File: src/rtl/store_align_buf_pkg.sv
// store_align_buf_pkg: size codes, byte-enable constants and store-buffer entry layout.
package store_align_buf_pkg;
    localparam logic [1:0] SZ_BYTE = 2'b00;
    localparam logic [1:0] SZ_HALF = 2'b01;
    localparam logic [1:0] SZ_WORD = 2'b10;
    localparam logic [1:0] SZ_RSVD = 2'b11;
    localparam logic [3:0] BE_WORD = 4'b1111;
    localparam logic [3:0] BE_HI   = 4'b1100;
    localparam logic [3:0] BE_LO   = 4'b0011;
    localparam int ENT_ADDR_W = 30;
    typedef struct packed {
        logic [ENT_ADDR_W-1:0] addrW;
        logic [31:0]           wdata;
        logic [3:0]            be;
    } entryT;
endpackage

File: src/rtl/store_align_buf_align.sv
// store_align: maps a store's size, low address bits and data to byte enables, lane-replicated data and a misalign flag.
module store_align
    import store_align_buf_pkg::*;
(
    input  logic [1:0]  size,
    input  logic [1:0]  addrLo,
    input  logic [31:0] data,
    output logic [3:0]  be,
    output logic [31:0] wdata,
    output logic        misalign
);
    always_comb begin
        misalign = (size == SZ_RSVD) || (size == SZ_HALF && addrLo[0]) || (size == SZ_WORD && addrLo != 2'b00);
        be = size == SZ_BYTE ? 4'b0001 << addrLo :
             size == SZ_HALF ? (addrLo[1] ? BE_HI : BE_LO) : BE_WORD;
        wdata = size == SZ_BYTE ? {4{data[7:0]}} :
                size == SZ_HALF ? {2{data[15:0]}} : data;
    end
endmodule

File: src/rtl/store_align_buf.sv
// store_align_buf: aligns SB/SH/SW requests and queues them in a FIFO that drains to data memory.
module store_align_buf
    import store_align_buf_pkg::*;
#(
    parameter int DEPTH  = 4,
    parameter int ADDR_W = 32
) (
    input  logic              clk,
    input  logic              reset,
    input  logic              st_valid,
    output logic              st_ready,
    input  logic [ADDR_W-1:0] st_addr,
    input  logic [31:0]       st_data,
    input  logic [1:0]        st_size,
    output logic              st_misalign,
    output logic              mem_valid,
    input  logic              mem_ready,
    output logic [ADDR_W-1:0] mem_addr,
    output logic [31:0]       mem_wdata,
    output logic [3:0]        mem_be,
    input  logic [ADDR_W-1:0] ld_addr,
    output logic              ld_conflict,
    output logic              buf_empty
);
    localparam int PTR_W = $clog2(DEPTH);

    entryT             entries [DEPTH];
    entryT             head;
    logic [PTR_W-1:0]  rdPtr, wrPtr;
    logic [PTR_W:0]    count;
    logic [3:0]        alBe;
    logic [31:0]       alData;
    logic              alMis, accept, enq, deq;
    logic [ENT_ADDR_W-1:0] ldWord;
    logic              unusedLdBits;

    store_align u_align (
        .size(st_size),
        .addrLo(st_addr[1:0]),
        .data(st_data),
        .be(alBe),
        .wdata(alData),
        .misalign(alMis)
    );

    assign st_ready     = count != (PTR_W+1)'(DEPTH);
    assign mem_valid    = count != '0;
    assign buf_empty    = count == '0;
    assign accept       = st_valid & st_ready;
    assign enq          = accept & ~alMis;
    assign deq          = mem_valid & mem_ready;
    assign head         = entries[rdPtr];
    assign mem_addr     = {head.addrW[ADDR_W-3:0], 2'b00};
    assign mem_wdata    = head.wdata;
    assign mem_be       = head.be;
    assign ldWord       = ENT_ADDR_W'(ld_addr[ADDR_W-1:2]);
    assign unusedLdBits = ^ld_addr[1:0];

    always_ff @(posedge clk) begin
        if (reset) begin
            rdPtr       <= '0;
            wrPtr       <= '0;
            count       <= '0;
            st_misalign <= 1'b0;
        end else begin
            rdPtr       <= deq ? rdPtr + PTR_W'(1) : rdPtr;
            wrPtr       <= enq ? wrPtr + PTR_W'(1) : wrPtr;
            count       <= count + (PTR_W+1)'(enq) - (PTR_W+1)'(deq);
            st_misalign <= accept & alMis;
        end
    end

    // Storage needs no reset: an entry only matters once count covers it.
    always_ff @(posedge clk) begin
        if (enq)
            entries[wrPtr] <= '{addrW: ENT_ADDR_W'(st_addr[ADDR_W-1:2]), wdata: alData, be: alBe};
    end

    // An entry is live when its distance from the head is below count.
    always_comb begin
        ld_conflict = 1'b0;
        for (int i = 0; i < DEPTH; i++)
            ld_conflict = ld_conflict | (({1'b0, PTR_W'(i) - rdPtr} < count) && entries[i].addrW == ldWord);
    end
endmodule

File: config.mk
export PLATFORM = sky130hd
export DESIGN_NAME = store_align_buf
export DESIGN_NICKNAME = d
export VERILOG_FILES = /design/src/rtl/store_align_buf_pkg.sv /design/src/rtl/store_align_buf_align.sv /design/src/rtl/store_align_buf.sv
export SDC_FILE = /design/constraint.sdc
export NUM_CORES = 1
export LEC_CHECK = 0
export ABC_AREA = 1
export CAP_MARGIN = 20
export CORE_UTILIZATION = 50
export CTS_CLUSTER_SIZE = 40
export DETAILED_ROUTE_END_ITERATION = 8
export PLACE_DENSITY = 0.74
export SLEW_MARGIN = 20
export SYNTH_ARGS = -nofsm -noshare
export SYNTH_HDL_FRONTEND = slang
export SYNTH_SLANG_ARGS = --single-unit
File: constraint.sdc
create_clock -name clk -period 5.3 [get_ports clk]
set_input_delay 0.795 -clock clk [delete_from_list [all_inputs] [get_ports clk]]
set_output_delay 0.795 -clock clk [all_outputs]
set_load 0.005 [all_outputs]
; ---- Yosys cells after proc, flatten, opt, wreduce, memory -nomap -nowiden
; Memories as Yosys holds them, arrays and structs flattened. A register that Yosys moved wholly into a read port is not among the register bits.
; Index checks and enable logic that the tools add are counted.
[op_classes]
n_addsub = 8
multipliers = 0
div_mod_pow = 0
order_cmp = 4
n_eq_ne = 8
shift = 1
muxes = 9
bitwise = 8
n_reduce_logical = 12
[ops]
columns = cell, n
row1 = $eq A30 B30 Y1, 4
row2 = $mux W32, 2
row3 = $lt A2 B3 Y1, 4
row4 = $mux W4, 3
row5 = $logic_and A1 B1 Y1, 6
row6 = $add A2 B1 Y2 const B, 2
row7 = $and A1 B1 Y1, 4
row8 = $eq A2 B2 Y1 const B, 2
row9 = $mux W2, 2
row10 = $shl A1 B2 Y4 const A, 1
row11 = $sub A1 B2 Y2 const A, 2
row12 = $sub A2 B2 Y2 const A, 2
row13 = $add A3 B1 Y3, 1
row14 = $logic_not A3 Y1, 1
row15 = $ne A3 B3 Y1 const B, 1
row16 = $or A1 B1 Y1, 3
row17 = $reduce_bool A3 Y1, 1
row18 = $sub A3 B1 Y3, 1
row19 = $eq A2 B1 Y1 const B, 1
row20 = $logic_not A2 Y1, 1
row21 = $logic_or A1 B1 Y1, 2
row22 = $mux W1, 2
row23 = $reduce_bool A2 Y1, 1
row24 = $not A1 Y1, 1
[word_totals]
regBits = 8
latch_bits = 0
mem_bits_rw = 264
romBits = 0
input_bits = 102
out_inout_bits = 73
word_cells = 55
memories = 1
[mem_list]
columns = name, depth, width, read_ports, rd_clocked_by_memory_dff, wr, line_no
row1 = entries, 4, 66, 5, 1, 1, store_align_buf.sv:27  ; entryT entries [DEPTH];

; ---- Logic depth before layout (Yosys ltp)
; Gate-level depths: netlist of run 1.
[depth]
word_depth = 8
ltp_mapped = 12
ltp_nobuf = 12

; ---- Modules after synthesis
; A second synthesis of run 1 with hierarchy kept.
[unflattened]
cells_unflattened = 1270
hier_area_um2 = 12784.8
[modules_own_cells]
columns = module, n_inst, cells_each, area_each_um2, seq_area_each_um2
row1 = store_align_buf, 1, 1166, 12296.8, 8127.8
row2 = store_align, 1, 104, 488.0, 0.0

; ---- Worst setup path before layout of run 1
; No wires, ideal clock.
[synth_path]
path_kind = input-to-reg
start = input st_size[0]
end = memory entries[0][0] (netlist bit), enable pin
setup_ns = 0.491
arrival_ns = 4.053
required_time_ns = 4.809
setup_slack_ns = 0.756
path_stages = 3
path_buffers = 0
path_cell_list = o31ai_2 -> nand3_2 -> nor2_1
[synth_between]
elab_chain_len = 8
word_cells_on_any_way = 11
classes_between = 3 x eq/ne / 2 x mux / 2 x bitwise / 4 x reduce/logical
[synth_rtl]
columns = item, line_no
row1 = from (decl), store_align_buf.sv:14  ; input logic [1:0] st_size,
row2 = $eq A2 B1 Y1, store_align_buf_align.sv:13  ; misalign = (size == SZ_RSVD) || (size == SZ_HALF && addrLo[0]) || (size == SZ_WORD && addrLo != 2'b00);
row3 = $logic_and A1 B1 Y1, store_align_buf_align.sv:13
row4 = $logic_or A1 B1 Y1, store_align_buf_align.sv:13
row5 = $logic_or A1 B1 Y1 *, store_align_buf_align.sv:13
row6 = $not A1 Y1 *, store_align_buf.sv:50  ; assign enq = accept & ~alMis;
row7 = $and A1 B1 Y1 *, store_align_buf.sv:50
row8 = $mux W1 *, store_align_buf.sv:75  ; if (enq)
row9 = $mux W1 (implied by the code) *, store_align_buf.sv:76  ; entries[wrPtr] <= '{addrW: ENT_ADDR_W'(st_addr[ADDR_W-1:2]), wdata: alData, be: alBe};
row10 = to (decl), store_align_buf.sv:27
; Every way passes the cells marked *; elsewhere a longest branch is shown, timed or not.

==> results.json, run 1 <==
{
  "run_status": "completed",
  "crit_arrival_ps": 3120,
  "cp.depth": 4,
  "rows": 57,
  "clock_network_latency_to_the_later_pin_of_the_worst_skew_pair_ps": 530,
  "synth-adder-area-share_pct": 1.14,
  "combinational_family_with_the_most_area_after_synthesis": "simple AND/OR/NAND/NOR gates",
  "drv_cap": 0,
  "power.density_cell_area_nw_per_um2": 419,
  "cts_sinks": 274,
  "critPathLaunchType": "flip-flop",
  "chipWidth_um": 161,
  "muxShareOfSynthArea_pct": 0,
  "timing.final.crit_period_ps": 3910,
  "cts-buffers-inserted": 29,
  "synth.top_cell.area_share_pct": 62.4,
  "fin_setup_tns_ps": 0,
  "hold_viol": 0,
  "synth_area_per_cell_um2": 10.1,
  "synth_top_flop_cell": "edfxtp_1",
  "grt_use_total_pct": 24.4,
  "achievable-frequency_mhz": 255,
  "regToRegSetupSlack_ps": 3000,
  "holdCritPathClass": "reg -> reg",
  "cts_htree_levels": 1,
  "cts_root_buf": "clkbuf_16",
  "postCtsHoldBufs": 0,
  "area_fraction_in_compound_gates_after_synthesis_pct": 10.7,
  "port_buffers": 170,
  "pre_cts_slack_ps": 1490,
  "flip_flop_and_latch_count_after_synthesis": 274,
  "die_area_um2": 26100,
  "timing.clock.skew_ps": 6.84,
  "avgViaCountPerCell": 5.39,
  "post_route_cells_drive_above_1_share_pct": 6.19,
  "layout_setup_ws_ps": 1390,
  "ctsLongestPathBuffers": 3,
  "crit_chain": "buf_4, o21ai_0, o22ai_1, clkdlybuf4s50_1",
  "seq_area_frac_synth_pct": 63.9,
  "synthToLayoutAreaGrowth_pct": 23.2,
  "asyncSetResetFlopFracSynth_pct": 0,
  "synthSimpleGateAreaFrac_pct": 15.2,
  "timing.rr.start": "count[1]",
  "slew_viol_final": 0,
  "drt_drc_violations_left": 0,
  "number_of_flops_mapped_to_enable_cells_by_yosys": 264,
  "critical-path-max-stage-delay_ps": 740,
  "gate_count_post_synth": 1258,
  "rsz0062_at_grt": "false",
  "cp.required_ps": 4510,
  "first_pass_grt_wire_length_um": 48300,
  "vias_after_detailed_routing": 9498,
  "totalWireLength_um": 32000,
  "clk_pin_slew_ps": 60,
  "ios": 175,
  "cpLargestDelayFamily": "buffers and inverters",
  "hpwl_um": 20800,
  "timing.critical_path.to": "mem_wdata[14]",
  "crit_buf_inv": 2,
  "timing.setup.critical_path_class": "reg -> out",
  "die_h_um": 161,
  "yosys_warnings": 0,
  "cts_tree": "done",
  "yosysTopAreaCell": "edfxtp_1",
  "critPathMaxFanout": 72,
  "slew_headroom_pct": 45.8,
  "design.final.nets": 1529,
  "ant_nets": 0,
  "synth.top_cells.by_area": "edfxtp_1, nand2_1, o21ai_0",
  "peakVddDrop_mv": 0.402,
  "setup.worst_path.end_class": "primary output",
  "worstReg2RegEnd": "entries[0][56]",
  "grt-ovfl-total": 0,
  "worstMarginPinSlew_ps": 812,
  "synthesis.area_um2": 12700,
  "wl_per_cell_um": 18.1,
  "floorplan.core_area_um2": 24600,
  "timing.final.setup_violations": 0,
  "drtPass1Iterations": 5,
  "ratio_of_final_minimum_period_to_clock_period_pct": 73.8,
  "cts_setup_buffers": 0,
  "routabilityCongestion": 0.933,
  "initial_core_util_pct": 51.7,
  "crit_path_top_delay_cell": "dfxtp_4",
  "drt_iter0_markers": 843,
  "worst-r2r-cell-count": 5,
  "antenna_found_initial": 2,
  "grt_start_max_net_pins": 116,
  "synth-xor-area-share_pct": 3.51,
  "grt_pass1_vias": 9081,
  "p_leak_nw": 5.94,
  "ys_types": 29,
  "post_cts_resized": 0
}
-- state kept, by name, summed over array words and instances, names as in the netlist, named ones only --
name         cells
entries        264
wrPtr            2
rdPtr            2
st_misalign      1
count            3
-- cells in the final DEF, fill, tap and decap left out, types with 2 or more instances in the layout --
cell / instances
dfxtp_1: 8
clkbuf_8: 2
nand3_1: 22
clkbuf_16: 29
inv_2: 20
ha_1: 10
a21oi_1: 44
clkinv_2: 8
bufinv_16: 4
clkinv_1: 2
o21ai_0: 146
nor2_4: 4
o21ai_1: 14
o22ai_1: 52
clkbuf_1: 8
nor2_1: 186
inv_1: 86
edfxtp_1: 264
xor2_1: 18
nand2_1: 275
or2_0: 5
conb_1: 2
xnor2_1: 33
clkdlybuf4s50_1: 170
buf_12: 3
buf_4: 11
-- Yosys cell counts, types with 2 or more instances --
master	instances
ha_1	10
or2_0	5
a21oi_1	44
edfxtp_1	264
o22ai_1	52
buf_2	21
buf_6	2
nand3_1	22
o21ai_0	146
inv_2	21
nor2_1	190
xor2_1	18
buf_4	7
inv_1	87
dfxtp_1	10
o21ai_1	14
nand2_1	275
clkbuf_2	6
clkbuf_1	22
xnor2_1	33
-- routing by layer --
metal	global-route usage, %	wire length, um	up-vias
met5	0	11	-
met4	10.3	1140	2
met3	4.98	2650	77
met2	42.4	15700	364
met1	29.4	12500	4477
li1	-	-	4578
-- metrics by stage --
stage	total power [W]	area, um^2	hold slack, ps	instances	util (%)
after global routing	0.00687	15700	585	1761	63.6
after CTS	0.00660	15700	547	1761	63.6
after detailed placement	0.00459	14700	539	1709	59.8
after global placement	0.00456	14700	516	1709	59.8
final	0.00657	15700	541	1762	63.7
after floorplan	0.00358	12700	490	1259	-
-- worst reg2reg max path, cell delays in order (launching register included) --
cell and delay (ps):
dfxtp_1 460, nor2_1 80, nand2_1 110, nand3_2 280, nor2_4 670, buf_4 370
-- power breakdown --
group / internal [W] / switching, W
clock network: 0.00122 / 0.000787
logic: 0.000898 / 0.00104
registers: 0.00251 / 0.000101
total: 0.00463 / 0.00193
-- worst min-delay path by stage --
stage                     startpoint  slack, ps  cells after the start        to
final                       wrPtr[1]        540                      2  wrPtr[1]
after global routing        wrPtr[1]        590                      2  wrPtr[1]
after CTS                   wrPtr[1]        550                      2  wrPtr[1]
after detailed placement    wrPtr[1]        540                      2  wrPtr[1]
after global placement      wrPtr[1]        520                      2  wrPtr[1]
after floorplan             wrPtr[1]        490                      2  wrPtr[1]
-- logic make-up (layout without fill, tap and decap cells) --
family / count (synthesis) / in the layout
adders and majority gates: 11 / 11
AOI/OAI and AO/OA: 257 / 257
xor gates and xnor gates: 51 / 51
buffers and inverters: 166 / 344
other: 1 / 3
and+or+nand+nor: 498 / 498
DFF: 274 / 274
-- layout make-up --
class                   count  area [um^2]
flip-flops and latches    274         8130
clock buffers              39          783
clock inverters            13          163
multi-input cells         819         3920
repair buffers            184         1840
inverters                 108          412
fillers                  1970         8940
diodes                      1         2.50
well taps                 324          405
No activity file was read; power rests on OpenSTA's default activity.
==> run 2: changes to the inputs <==
--- a/config.mk
+++ b/config.mk
@@ -10,7 +10,7 @@
 export CORE_UTILIZATION = 50
 export CTS_CLUSTER_SIZE = 40
 export DETAILED_ROUTE_END_ITERATION = 8
-export PLACE_DENSITY = 0.74
+export PLACE_DENSITY = 0.77
 export SLEW_MARGIN = 20
 export SYNTH_ARGS = -nofsm -noshare
 export SYNTH_HDL_FRONTEND = slang
==> constraint.sdc (replaced) <==
create_clock -name clk -period 3.2 [get_ports clk]
set_input_delay 0.48 -clock clk [delete_from_list [all_inputs] [get_ports clk]]
set_output_delay 0.48 -clock clk [all_outputs]
set_load 0.005 [all_outputs]
==> run 2 against run 1 <==
Against the previous run:
- largest power group unchanged
- clock skew up 5.4 ps
- non-clock buffer count up 9
- critical endpoint is now ld_conflict
- cell area up 1.3%
- critical path type unchanged
==> results.json, run 2 (same netlist as run 1, synthesis figures left out) <==
{
  "run_status": "completed",
  "crit_chain": "inv_1, ha_1, inv_1, a21oi_1, o21ai_1, nand3_1, nor2_1, nor2_1, nand2_1, clkdlybuf4s50_1",
  "multi_input_area_um2": 3930,
  "worstMarginPinSlew_ps": 592,
  "slew_viol_final": 0,
  "timing.clock.skew_ps": 12.3,
  "rows": 57,
  "p_seq_share_pct": 38.7,
  "sw_frac_of_total_pct": 29.7,
  "critPathLaunchType": "flip-flop",
  "port_buffers": 170,
  "grt_pass1_vias": 9326,
  "cts_sinks": 274,
  "ant_nets": 0,
  "critPathMaxFanout": 5,
  "pre_cts_slack_ps": 236,
  "synthToLayoutAreaGrowth_pct": 24.8,
  "cts_root_buf": "clkbuf_16",
  "switching_power_w": 0.00328,
  "share_comb_of_total_power_pct": 30.7,
  "largest_registers": "entries: 264 flops, count: 3 flops",
  "cts_setup_buffers": 0,
  "n_fill_cell": 1917,
  "p_leak_nw": 6.04,
  "wl_per_cell_um": 18.4,
  "setup.worst_path.end_class": "primary output",
  "rsz0062_at_grt": "false",
  "layout_setup_ws_ps": 145,
  "clock_network_latency_to_the_later_pin_of_the_worst_skew_pair_ps": 550,
  "regArea_um2": 8140,
  "floorplan.core_area_um2": 24600,
  "crit_path_top_delay_cell": "clkdlybuf4s50_1",
  "ctsLongestPathBuffers": 3,
  "clkPwrFrac_pct": 30.6,
  "timing.setup.critical_path_class": "reg -> out",
  "slew_headroom_pct": 60.4,
  "drtPass1Iterations": 5,
  "layout_common_cells": "nand2_1, edfxtp_1, nor2_1",
  "power.density_cell_area_nw_per_um2": 696,
  "cts_tree": "done",
  "avgViaCountPerCell": 5.41,
  "drv_cap": 0,
  "drt_iter0_markers": 814,
  "achievable-frequency_mhz": 327,
  "total_cell_area_at_the_placement_stage_um2": 14900,
  "largest_register_ffs": 264,
  "hpwl_um": 21700,
  "grt_start_max_net_pins": 119,
  "critical-path-max-stage-delay_ps": 510,
  "drt_drc_violations_left": 0,
  "chipWidth_um": 161,
  "totalWireLength_um": 32600,
  "power.total_w": 0.0110,
  "postCtsHoldBufs": 0,
  "cts_htree_levels": 1,
  "intPower_w": 0.00776,
  "initial_core_util_pct": 51.7,
  "grt-ovfl-total": 0,
  "cp.required_ps": 2720,
  "antenna_found_initial": 1,
  "timing.final.setup_violations": 0,
  "final_common_cell": "nand2_1",
  "peakVddDrop_mv": 0.521,
  "crit_arrival_ps": 2580,
  "ios": 175,
  "worst_hold_slack_ps": 550,
  "timing.final.crit_period_ps": 3060,
  "routabilityCongestion": 0.929,
  "post_route_cells_drive_above_1_share_pct": 7.33,
  "die_area_um2": 26100,
  "cts-buffers-inserted": 28,
  "ratio_of_final_minimum_period_to_clock_period_pct": 95.5,
  "die_h_um": 161,
  "layout.cell_area.non_filler_um2": 15900,
  "vias_after_detailed_routing": 9578,
  "top_register": "entries",
  "fin_setup_tns_ps": 0,
  "holdCritPathClass": "in -> reg",
  "grt_use_total_pct": 25.1,
  "first_pass_grt_wire_length_um": 49800,
  "hold_viol": 0,
  "clk_pin_slew_ps": 60,
  "design.final.nets": 1537
}
run 2: cell types whose count changed in the layout (fill, tap and decap cells not counted), sizes merged:
cell	before	now
clkbuf	39	41
dlymetal6s2s	0	1
inv	107	108
clkdlybuf4s50	170	169
buf	14	23
bufinv	4	3
clkinv	10	8
run 2: path summary, 6_finish.rpt:
| check | startpoint | endpoint | slack [ps] | cells after the start |
|---|---|---|---|---|
| max reg2reg | count[2] | count[2] | 940 | 12 |
| min reg2reg | rdPtr[0] | rdPtr[0] | 550 | 2 |
| max | count[1] | ld_conflict | 140 | 10 |
| min | reset | count[1] | 550 | 2 |
run 2: metal layers:
metal	GRT usage, %	wire length [um]	vias to the layer above
li1	-	-	4589
met1	30.9	12200	4513
met2	43.2	16200	403
met3	5.06	2890	73
met4	9.95	1260	0
met5	0	0	-
run 2: worst max-delay path: cells and delay by family (launching register included):
kind	cells	cell delay (ps)
and+or+nand+nor	4	400
DFF	1	390
AOI/OAI and AO/OA	2	270
adders and majority gates	1	300
buffers and inverters	3	670
run 2: metrics by stage:
step | utilization (%) | instances
2_1_floorplan | - | 1259
3_3_place_gp | 60.5 | 1718
3_5_place_dp | 60.5 | 1718
4_1_cts | 64.4 | 1770
5_1_grt | 64.5 | 1770
6_report | 64.5 | 1771
run 2: power by group through the flow:
stage	Sequential [W]	Clock (W)	Combinational, W
3_5_place_dp	0.00434	0	0.00336
6_report	0.00428	0.00338	0.00339
2_1_floorplan	0.00433	0	0.00159
5_1_grt	0.00429	0.00354	0.00369
4_1_cts	0.00427	0.00340	0.00340
3_3_place_gp	0.00433	0	0.00328
run 2: area by class of cell:
cell class | count | share of cell area, %
antenna | 1 | 0.0158
clock buffer | 41 | 5.23
clock inverter | 11 | 0.891
inverter | 108 | 2.59
multi-input combinational | 819 | 24.7
sequential | 274 | 51.3
tap | 324 | 2.56
timing repair buffer | 193 | 12.7
run 2: what timing repair did:
action / 4_1_cts / 5_1_grt
pin swaps: 0 / 1
gates resized for setup: 2 / 7
endpoints found under the setup margin: 1 / 3
